## src/rtl/alu_mc.sv

```systemverilog
// alu_mc: multi-cycle ALU for the execute stage.
// Single-cycle logic/arith/compare ops complete in one cycle; MULTU (shift-add)
// and DIVU (restoring) iterate one bit per cycle and return a HI/LO pair.
// A start/busy/done handshake lets the controller stall while busy is high.
module alu_mc #(
  parameter int unsigned WIDTH = 32
) (
  input  logic             clk,
  input  logic             reset,
  input  logic             start,
  input  logic [3:0]       alucontrol,
  input  logic [WIDTH-1:0] srcA,
  input  logic [WIDTH-1:0] srcB,
  output logic             busy,
  output logic             done,
  output logic [WIDTH-1:0] aluresult,
  output logic [WIDTH-1:0] hi,
  output logic             zero,
  output logic             divzero
);

  localparam int unsigned CntW = $clog2(WIDTH + 1);

  // Controller states
  localparam logic [1:0] StIdle = 2'd0;
  localparam logic [1:0] StMul  = 2'd1;
  localparam logic [1:0] StDiv  = 2'd2;

  // Opcodes
  localparam logic [3:0] OpAnd   = 4'b0000;
  localparam logic [3:0] OpOr    = 4'b0001;
  localparam logic [3:0] OpAdd   = 4'b0010;
  localparam logic [3:0] OpSltu  = 4'b0011;
  localparam logic [3:0] OpXor   = 4'b0100;
  localparam logic [3:0] OpNor   = 4'b0101;
  localparam logic [3:0] OpSub   = 4'b0110;
  localparam logic [3:0] OpSlt   = 4'b0111;
  localparam logic [3:0] OpMultu = 4'b1000;
  localparam logic [3:0] OpDivu  = 4'b1001;

  logic [1:0]         state_q, state_d;
  logic [CntW-1:0]    cnt_q, cnt_d;
  // Multiplicand (MULTU) or divisor (DIVU), latched at the accepting edge
  logic [WIDTH-1:0]   opnd_q, opnd_d;
  // MULTU: {partial product, multiplier}; DIVU: low half holds dividend/quotient
  logic [2*WIDTH-1:0] acc_q, acc_d;
  logic [WIDTH:0]     rem_q, rem_d;
  logic [WIDTH-1:0]   res_q, res_d;
  logic [WIDTH-1:0]   hi_q, hi_d;
  logic               zero_q, zero_d;
  logic               divzero_q, divzero_d;
  logic               done_q, done_d;

  logic [WIDTH-1:0]   alu_res;
  logic [WIDTH:0]     mul_sum;
  logic [2*WIDTH-1:0] mul_next;
  logic [WIDTH+1:0]   div_shift;
  logic [WIDTH+1:0]   div_diff;
  logic               div_neg;
  logic [WIDTH:0]     div_rem_next;
  logic [WIDTH-1:0]   div_quo_next;
  logic               last_iter;

  // Single-cycle result for the operands presented with start
  always_comb begin
    alu_res = '0;
    case (alucontrol)
      OpAnd:   alu_res = srcA & srcB;
      OpOr:    alu_res = srcA | srcB;
      OpAdd:   alu_res = srcA + srcB;
      OpSub:   alu_res = srcA - srcB;
      OpXor:   alu_res = srcA ^ srcB;
      OpNor:   alu_res = ~(srcA | srcB);
      OpSlt:   alu_res = {{(WIDTH-1){1'b0}}, ($signed(srcA) < $signed(srcB))};
      OpSltu:  alu_res = {{(WIDTH-1){1'b0}}, (srcA < srcB)};
      default: alu_res = '0;
    endcase
  end

  // One iteration step of the shift-add multiplier and the restoring divider
  always_comb begin
    mul_sum  = {1'b0, acc_q[2*WIDTH-1:WIDTH]} + (acc_q[0] ? {1'b0, opnd_q} : '0);
    mul_next = {mul_sum, acc_q[WIDTH-1:1]};

    // Remainder is always < divisor, so the shifted value fits in WIDTH+1 bits
    // and the extra top bit of the difference acts as the borrow.
    div_shift    = {rem_q, acc_q[WIDTH-1]};
    div_diff     = div_shift - {2'b00, opnd_q};
    div_neg      = div_diff[WIDTH+1];
    div_rem_next = div_neg ? div_shift[WIDTH:0] : div_diff[WIDTH:0];
    div_quo_next = {acc_q[WIDTH-2:0], ~div_neg};

    last_iter = (cnt_q == CntW'(1));
  end

  // Controller and output next-state
  always_comb begin
    state_d   = state_q;
    cnt_d     = cnt_q;
    opnd_d    = opnd_q;
    acc_d     = acc_q;
    rem_d     = rem_q;
    res_d     = res_q;
    hi_d      = hi_q;
    divzero_d = divzero_q;
    done_d    = 1'b0;

    case (state_q)
      StIdle: begin
        if (start) begin
          if (alucontrol == OpMultu) begin
            state_d = StMul;
            cnt_d   = CntW'(WIDTH);
            opnd_d  = srcA;
            acc_d   = {{WIDTH{1'b0}}, srcB};
          end else if (alucontrol == OpDivu) begin
            if (srcB == '0) begin
              // Divide by zero short-circuits with a defined result
              res_d     = '1;
              hi_d      = srcA;
              divzero_d = 1'b1;
              done_d    = 1'b1;
            end else begin
              state_d = StDiv;
              cnt_d   = CntW'(WIDTH);
              opnd_d  = srcB;
              acc_d   = {{WIDTH{1'b0}}, srcA};
              rem_d   = '0;
            end
          end else begin
            res_d     = alu_res;
            hi_d      = '0;
            divzero_d = 1'b0;
            done_d    = 1'b1;
          end
        end
      end

      StMul: begin
        acc_d = mul_next;
        cnt_d = cnt_q - CntW'(1);
        if (last_iter) begin
          res_d     = mul_next[WIDTH-1:0];
          hi_d      = mul_next[2*WIDTH-1:WIDTH];
          divzero_d = 1'b0;
          done_d    = 1'b1;
          state_d   = StIdle;
        end
      end

      StDiv: begin
        rem_d = div_rem_next;
        acc_d = {acc_q[2*WIDTH-1:WIDTH], div_quo_next};
        cnt_d = cnt_q - CntW'(1);
        if (last_iter) begin
          res_d     = div_quo_next;
          hi_d      = div_rem_next[WIDTH-1:0];
          divzero_d = 1'b0;
          done_d    = 1'b1;
          state_d   = StIdle;
        end
      end

      default: begin
        state_d = StIdle;
        cnt_d   = '0;
      end
    endcase

    // Zero flag follows the value actually being registered as the result
    zero_d = done_d ? (res_d == '0) : zero_q;
  end

  // State registers, asynchronously cleared
  always_ff @(posedge clk or posedge reset) begin
    if (reset) begin
      state_q   <= StIdle;
      cnt_q     <= '0;
      opnd_q    <= '0;
      acc_q     <= '0;
      rem_q     <= '0;
      res_q     <= '0;
      hi_q      <= '0;
      zero_q    <= 1'b0;
      divzero_q <= 1'b0;
      done_q    <= 1'b0;
    end else begin
      state_q   <= state_d;
      cnt_q     <= cnt_d;
      opnd_q    <= opnd_d;
      acc_q     <= acc_d;
      rem_q     <= rem_d;
      res_q     <= res_d;
      hi_q      <= hi_d;
      zero_q    <= zero_d;
      divzero_q <= divzero_d;
      done_q    <= done_d;
    end
  end

  assign busy      = (state_q != StIdle);
  assign done      = done_q;
  assign aluresult = res_q;
  assign hi        = hi_q;
  assign zero      = zero_q;
  assign divzero   = divzero_q;

endmodule

```

## config.mk

```make
export PLATFORM = sky130hd
export DESIGN_NAME = alu_mc
export DESIGN_NICKNAME = d
export VERILOG_FILES = /design/src/rtl/alu_mc.sv
export SDC_FILE = /design/constraint.sdc
export NUM_CORES = 1
export LEC_CHECK = 0
export BUFFER_PORTS_ARGS = -buffer_cell sky130_fd_sc_hd__buf_4
export CORE_MARGIN = 5
export CORE_UTILIZATION = 55
export CTS_CLUSTER_SIZE = 12
export DETAILED_ROUTE_END_ITERATION = 10
export PLACE_DENSITY = 0.75
export SYNTH_ARGS = -nofsm -noshare
export SYNTH_HDL_FRONTEND = slang
export SYNTH_SLANG_ARGS = --single-unit
```

## constraint.sdc

```tcl
create_clock -name clk -period 8.44 [get_ports clk]
set_input_delay 1.688 -clock clk [delete_from_list [all_inputs] [get_ports clk]]
set_output_delay 1.688 -clock clk [all_outputs]
set_load 0.005 [all_outputs]
```

### After elaboration in Yosys (flattened, before gate mapping)

Index checks and enable logic that the tools add are counted.

* word-level logic and storage cells: 119
* register bits: 204
* bits of input ports: 71
* output and inout bits: 68
* ROM bits: 0
* memories kept: 0
* bits in latches: 0
* memory bits (writable): 0

* eq/ne operators: 23
* magnitude comparators: 2
* bitwise operators: 6
* div/mod/pow operators: 0
* shift-type cells: 0
* multiplexer cells: 53
* reductions and logical operators: 19
* multipliers: 0
* $add $sub $neg: 5

Operators by type and width (count)
* two-way mux 32 bit: 16
* two-way mux 64 bit: 4
* one-hot mux 32 bit (8 select lines): 1
* one-hot mux 32 bit (3 select lines): 2
* one-hot mux 64 bit (3 select lines): 1
* two-way mux 33 bit: 5
* one-hot mux 33 bit (2 select lines): 1
* logical NOT 32 bit: 2
* < comparator 32 bit: 2
* subtractor 34 x 32 -> 34 bit: 1
* adder 32 x 32 -> 33 bit: 1
* adder 32 bit: 1
* bitwise AND 32 bit: 1
* inverter 32 bit: 1
* OR 32 bit: 1
* subtractor 32 bit: 1
* XOR 32 bit: 1
* two-way mux 6 bit: 4
* == test 4 x 3 -> 1 bit, second input constant: 4
* AND reduction 5 bit: 3
* != test 2 bit, second input constant: 7
* one-hot mux 6 bit (2 select lines): 1
* AND reduction 4 bit: 3
* two-way mux 1 bit: 10
* 20 further kinds: 34

### Logic depth before layout (Yosys ltp)

Gate-level depths: netlist of the first run.

* depth after elaboration: 8
* mapped depth: 15
* gate-level depth less buffers: 14

### Worst setup path after synthesis of the first run

Ideal clock, no wire load.

* path kind: input to register
* from: input srcA[0]
* to: register zero_q (netlist: zero)
* data arrival time: 4534 ps
* library setup time: 82 ps
* stages: 14
* buffers on the path: 0
* setup slack: 3824 ps
* path through: inv_1 > ha_1 > fa_1 > nor2_1 > o21ai_0 > a31o_2 > a21o_1 > a2111o_1 > a21o_1 > a311o_1 > nand4b_1 > nor4_1 > nand4_1 > o22ai_1

* cells in the longest elaborated chain, start to end: 8
* elaborated cells on any way between the ends: 14
* those cells by class: add/sub: 2; order compare: 2; mux: 5; bitwise: 4; reduce/logical: 1

Ends and longest elaborated chain
* from (decl): RTL line 12 `input logic [WIDTH-1:0] srcA,`
* branches (longest 2 deep; another with subtractor 32 bit)
* one-hot mux 32 bit (8 select lines) (*): RTL line 67 `case (alucontrol)`
* two-way mux 32 bit (*): RTL line 116 `end else if (alucontrol == OpDivu) begin`
* two-way mux 32 bit (*): RTL line 111 `if (alucontrol == OpMultu) begin`
* two-way mux 32 bit (*): RTL line 110 `if (start) begin`
* one-hot mux 32 bit (3 select lines) (*): RTL line 108 `case (state_q)`
* logical NOT 32 bit (*): RTL line 171 `zero_d = done_d ? (res_d == '0) : zero_q;`
* to (signal assigned): RTL line 195 `zero_q <= zero_d;`
* to (decl): RTL line 50 `logic zero_q, zero_d;`

Every way passes the cells marked *.
A chain may end at the register's enable or synchronous reset.

### Worst setup path in the final report of the first run

* from: register opnd_q[1]
* to: register hi_q[31] (netlist: hi[31])

* cells in the longest elaborated chain, start to end: 4
* elaborated cells on any way between the ends: 7
* those cells by class: add/sub: 2; mux: 5

Ends and longest elaborated chain
* from (decl): RTL line 44 `logic [WIDTH-1:0] opnd_q, opnd_d;`
* from (signal assigned): RTL line 190 `opnd_q <= opnd_d;`
* subtractor 34 x 32 -> 34 bit / two-way mux 32 bit (equally long branches): RTL line 88, 82
* two-way mux 33 bit / adder 32 x 32 -> 33 bit (equally long branches): RTL line 90, 82
* two-way mux 32 bit, on equally long branches: RTL line 155, 142
* one-hot mux 32 bit (3 select lines) (*): RTL line 108
* to (signal assigned): RTL line 194 `hi_q <= hi_d;`
* to (decl): RTL line 49 `logic [WIDTH-1:0] hi_q, hi_d;`

Every way passes the cells marked *; elsewhere a longest branch is shown, timed or not. The select of a mux whose other input is x is not followed.

==> results of run 1 <==
-- kinds of logic (layout without fill, tap and decap cells) --
logic type                 Yosys count  in the layout  share of synthesized area
DFF                                204            204                     0.2454
buffers and inverters              338            400                    0.06380
AOI/OAI and AO/OA                 1036           1036                     0.3239
adders and majority gates          182            182                     0.1109
xor gates and xnor gates            61             61                    0.02568
muxes                               35             35                    0.01804
and+or+nand+nor                    933            933                     0.2123
-- layout by cell type (no fill, tap or decap), drive strengths merged, types with 34 or more instances in the layout --
cell type | Yosys | final
nor2 | 288 | 288
nand3 | 50 | 50
ha | 178 | 178
buf | 41 | 183
a22o | 38 | 38
a21o | 52 | 52
inv | 169 | 171
a21oi | 321 | 321
o31ai | 35 | 35
a31oi | 34 | 34
dfrtp | 204 | 204
nor3 | 64 | 64
xnor2 | 44 | 44
and2 | 43 | 43
nand2 | 293 | 293
o21ai | 232 | 232
-- where the power goes --
part	leakage, nW	switching [mW]	internal [mW]
clock network	0.386	0.479	0.625
logic	7.51	1.74	0.968
registers	2.64	0.366	1.24
-- per-layer routing --
layer,vias up,wire length (um),GRT usage
li1,10290,-,-
met1,11050,34140,0.5279
met2,1599,39650,0.6539
met5,-,13,0
met3,398,10210,0.1023
met4,2,6423,0.2297
-- worst paths after layout --
check | start | endpoint | slack, ps | cells after the start
max in group asynchronous | reset | acc_q[48] | 5860 | 3
worst max-delay path | opnd_q[1] | hi[31] | 2870 | 13
worst min register to register | acc_q[44] | acc_q[44] | 490 | 2
min in group asynchronous | reset | rem_q[11] | 1190 | 2
worst min-delay path | acc_q[44] | acc_q[44] | 490 | 2
worst max register to register | opnd_q[1] | hi[31] | 2870 | 13
-- area by class of cell --
| class | instances | share of cell area |
|---|---|---|
| repair buffers | 183 | 0.05955 |
| flip-flops and latches | 204 | 0.2213 |
| multi-input cells | 2247 | 0.6282 |
| clock inverters | 13 | 0.005749 |
| well taps | 511 | 0.02772 |
| inverters | 172 | 0.02831 |
| clock buffers | 32 | 0.02913 |
-- metrics by stage --
step                      setup slack, ps  instances  hold WS [ps]  total power [mW]
after detailed placement             2648       3317         467.4             4.188
after global placement               2638       3317         461.4             4.128
after CTS                            3077       3362         481.2             5.304
after floorplan                      1185       2789         445.3             3.130
after global routing                 2627       3362         498.8             5.668
final                                2869       3362         486.6             5.420
-- registers in the layout (all words and copies together), names as in the netlist --
name and cells:
zero 1, hi 32, aluresult 32, acc_q 64
opnd_q 32, cnt_q 6, divzero 1, state_q 2
rem_q 33, done 1
-- worst reg2reg max path: stages, from the launching register on --
cell	delay [ps]
dfrtp_1	450
inv_1	80
ha_1	280
nor2b_1	150
o31ai_1	510
a31oi_1	220
a2bb2oi_1	540
a2111o_1	280
a21boi_1	130
o21ai_1	810
nand2_1	670
a2111oi_0	870
o21ai_0	250
a31oi_1	240
==> results.yml, run 1 <==
run_status:
  status: "complete, but fails checks"
  violations: "capacitance limit, slew limit"
timing:
  worstMarginPinSlew_ps: 1531
  finClkSkew_ps: 19.64
  report.final.setup_viol: 0
  hold_viol_final: 0
  slew_headroom: -0.03547
  period_minus_slack_ps: 5571
  rsz0062_at_grt: "no"
  tns_ps: 0
  fmax_ghz: 0.1795
  drv_slew: 10
  fin_crit_sh: 0.6601
layout:
  nets: 3086
  n_fill_cell: 3412
  multi_input_area_sq_um: 14490
  fin_util: 0.6153
  regArea_sq_um: 5105
  final_cell_area_sq_um: 23070
  diodes: 0
  drive_gt1_frac: 0.1091
  syn_to_final_growth_pct: 10.87
setup_path:
  crit_type: "reg2reg"
  critPathRequiredTime_ps: 8910
  path_max_fanout: 12
  crit_path_max_incr_delay_ps: 870
  path_buf_inv: 1
  cp_top_family: "compound AO/OA/AOI/OAI gates"
  path_cells: "inv_1 -> ha_1 -> nor2b_1 -> o31ai_1 -> a31oi_1 -> a2bb2oi_1 -> a2111o_1 -> a21boi_1 -> o21ai_1 -> nand2_1 -> a2111oi_0 -> o21ai_0 -> a31oi_1"
  arrival_ps: 6040
  start_kind: "register"
  end_kind: "register"
  crit_path_top_delay_cell: "a2111oi_0"
  crit_path_frequent_cell: "a31oi_1"
synthesis:
  syn_nets: 3042
  synth.distinct_cells: 103
  synth.yosys.warnings: 0
  synth_edf_count: 0
  synth_ff_type: "dfrtp_1"
  synthTopCellsByArea: "dfrtp_1 25%, ha_1 11%, a21oi_1 7.7%"
  syn_area_sq_um: 20810
  yosysMostFrequentCell: "a21oi_1"
  ys_ff_latch: 204
  yosys.area.top_type: "dfrtp_1"
  synth_cells: 2789
  async_flop_share: 1.000
  ys_top_cells_by_count: "320 x a21oi_1, 293 x nand2_1, 286 x nor2_1, 228 x o21ai_0, 204 x dfrtp_1"
  avgSynthCellArea_sq_um: 7.460
  synth_top_area_share: 0.2454
  ys_seq_area_frac: 0.2454
route:
  dr_total_vias: 23350
  wl_um: 90440
  wl_per_cell_um: 26.90
  drt-initial-drc-count: 2924
  firstDrtPassIters: 7
  drc: 0
  via_per_inst: 6.944
  ant_nets: 0
place:
  place_congestion: 1.145
  placed_area_sq_um: 22260
  post-dp-hpwl_um: 67800
  port_buffers: 138
clock_network:
  cts_buffer_depth: 3
  clk-insertion-delay-late_ps: 570
  post_cts_buffers: 0
  numCtsBuffers: 25
  clockRootBuffer: "clkbuf_16"
  cts_tree: "yes"
  cts-hold-fix-buffers: 0
  cts_resized: 0
  cts_sinks: 204
  clk_pin_slew_ps: 60
  htreeDepth: 1
global_route:
  grt_max_degree: 92
  grt_pass1_vias: 22210
  grt_pass1_wl_um: 134600
  grt_usage: 0.4164
  grt_antenna_before_repair: 1
  grt_overflow: 0
floorplanning:
  dieArea_sq_um: 41820
  die_w_um: 204.5
  die_h_um: 204.5
  num_io_pins: 139
  coreArea_sq_um: 37490
  start_util: 0.5550
  rows: 71
power:
  vdd_drop_max_v: 0.0001679
  p_per_area_nw_per_um2: 234.9
  p_leak_nw: 10.53
job:
  drv_cap: 1
worst_hold_path:
  hold_class: "reg2reg"
No activity file was read; power rests on OpenSTA's default activity.
==> run 2, diff against run 1 <==
==> constraint.sdc (replaced) <==
create_clock -name clk -period 5.7 [get_ports clk]
set_input_delay 1.14 -clock clk [delete_from_list [all_inputs] [get_ports clk]]
set_output_delay 1.14 -clock clk [all_outputs]
set_load 0.005 [all_outputs]
==> results.yml, run 2 (same netlist as run 1, synthesis figures left out) <==
run_status:
  status: "finished clean"
power:
  pwr-share-clk: 0.217
  swShare: 0.4689
  pwr-share-seq: 0.286
  switching_power_mw: 3.863
  intPower_mw: 4.375
  power_frac_comb: 0.497
  vdd_drop_max_v: 0.0002970
  power_mw: 8.237
  p_per_area_nw_per_um2: 351.9
  p_leak_nw: 10.72
floorplanning:
  coreArea_sq_um: 37490
  num_io_pins: 139
  dieArea_sq_um: 41820
  rows: 71
  start_util: 0.5550
  die_h_um: 204.5
  die_w_um: 204.5
route:
  via_per_inst: 6.944
  drt-initial-drc-count: 3414
  ant_nets: 0
  firstDrtPassIters: 9
  wl_um: 93250
  drc: 0
  wl_per_cell_um: 27.47
  dr_total_vias: 23580
worst_hold_path:
  holdPathStages: 2
  hold_class: "reg2reg"
setup_path:
  crit_type: "reg2reg"
  cp_num_cells: 13
  crit_path_max_incr_delay_ps: 1210
  critPathRequiredTime_ps: 6190
  path_buf_inv: 1
  path_cells: "inv_1 -> ha_1 -> nor2b_1 -> o31ai_1 -> a31oi_1 -> a2bb2oi_1 -> a2111o_1 -> a21boi_1 -> nor3_2 -> nor3_1 -> a2111oi_0 -> o2111ai_1 -> o22ai_1"
  arrival_ps: 5420
  start_kind: "register"
  end_kind: "register"
  cp_top_family: "compound AO/OA/AOI/OAI gates"
  reg2regPathDepth: 13
  path_max_fanout: 6
  crit_path_top_delay_cell: "a2111oi_0"
clock_network:
  clockRootBuffer: "clkbuf_16"
  numCtsBuffers: 25
  cts_buffer_depth: 3
  cts_sinks: 204
  htreeDepth: 1
  cts_tree: "yes"
  post_cts_buffers: 0
  cts_resized: 0
  cts-hold-fix-buffers: 0
  clk-insertion-delay-late_ps: 590
  clk_pin_slew_ps: 60
job:
  drv_cap: 0
layout:
  nets: 3117
  largest-register: "acc_q"
  syn_to_final_growth_pct: 12.50
  drive_gt1_frac: 0.1184
  largest_reg_flops: 64
  final_cell_area_sq_um: 23410
  layout_common_cells: "317 x a21oi_1, 292 x nand2_1, 285 x nor2_1"
  final_common_cell: "a21oi_1"
  biggestRegsByFlops: "acc_q: 64 flops, rem_q: 33 flops"
timing:
  whs_ps: 474.6
  drv_slew: 0
  rsz0062_at_grt: "no"
  period_minus_slack_ps: 4934
  report.final.setup_viol: 0
  hold_viol_final: 0
  worstMarginPinSlew_ps: 1375
  slew_headroom: 0.05938
  finClkSkew_ps: 21.92
  tns_ps: 0
  fin_crit_sh: 0.8655
  setup_slack_ps: 766.4
  fmax_ghz: 0.2027
place:
  place_ws_ps: 461.2
  place_congestion: 1.067
  placed_area_sq_um: 22510
  port_buffers: 138
  post-dp-hpwl_um: 69960
global_route:
  grt_max_degree: 159
  grt_antenna_before_repair: 3
  grt_pass1_wl_um: 138800
  grt_overflow: 0
  grt_pass1_vias: 22470
  grt_usage: 0.4309
[run 2: worst min-delay path, delay by kind of cell, from the launching register on]
kind / cells / cell delay, ps
flops: 1 / 350
simple gates: 2 / 100
[run 2: routing by layer]
metal / wire length, um / vias up / global-route usage
met4: 7187 / 2 / 0.2479
met2: 39780 / 1637 / 0.6629
met3: 10600 / 405 / 0.1015
met5: 138 / - / 0.02500
li1: - / 10350 / -
met1: 35540 / 11190 / 0.5543
[run 2: power by group through the flow]
stage                     combinational, mW  sequential (mW)  clock, mW
final                                  4.09             2.36       1.79
after CTS                              3.96             2.32       1.79
after global placement                 3.85             2.33          0
after global routing                   4.38             2.38       1.85
after floorplan                        2.52             2.12          0
after detailed placement               3.92             2.33          0
[run 2: final timing paths]
kind,start,end,slack [ps]
hold reg to reg,acc_q[44],acc_q[44],470
min in group asynchronous,reset,rem_q[11],710
setup / recovery,opnd_q[1],zero,770
setup reg to reg,opnd_q[1],zero,770
hold / removal,acc_q[44],acc_q[44],470
max in group asynchronous,reset,acc_q[35],4090
[run 2: metrics by stage]
step                      cells    util
final                      3395  0.6244
after detailed placement   3348  0.6004
after global routing       3395  0.6244
after global placement     3348  0.6004
after CTS                  3392  0.6242
after floorplan            2789       -
[run 2: cell type report]
| cell class | count | area, sq um |
|---|---|---|
| fillers | 3406 | 14080 |
| multi-input cells | 2247 | 14500 |
| well taps | 511 | 639.4 |
| clock buffers | 36 | 726.9 |
| flip-flops and latches | 204 | 5105 |
| diodes | 3 | 7.507 |
| clock inverters | 8 | 165.2 |
| repair buffers | 214 | 1619 |
| inverters | 172 | 649.4 |
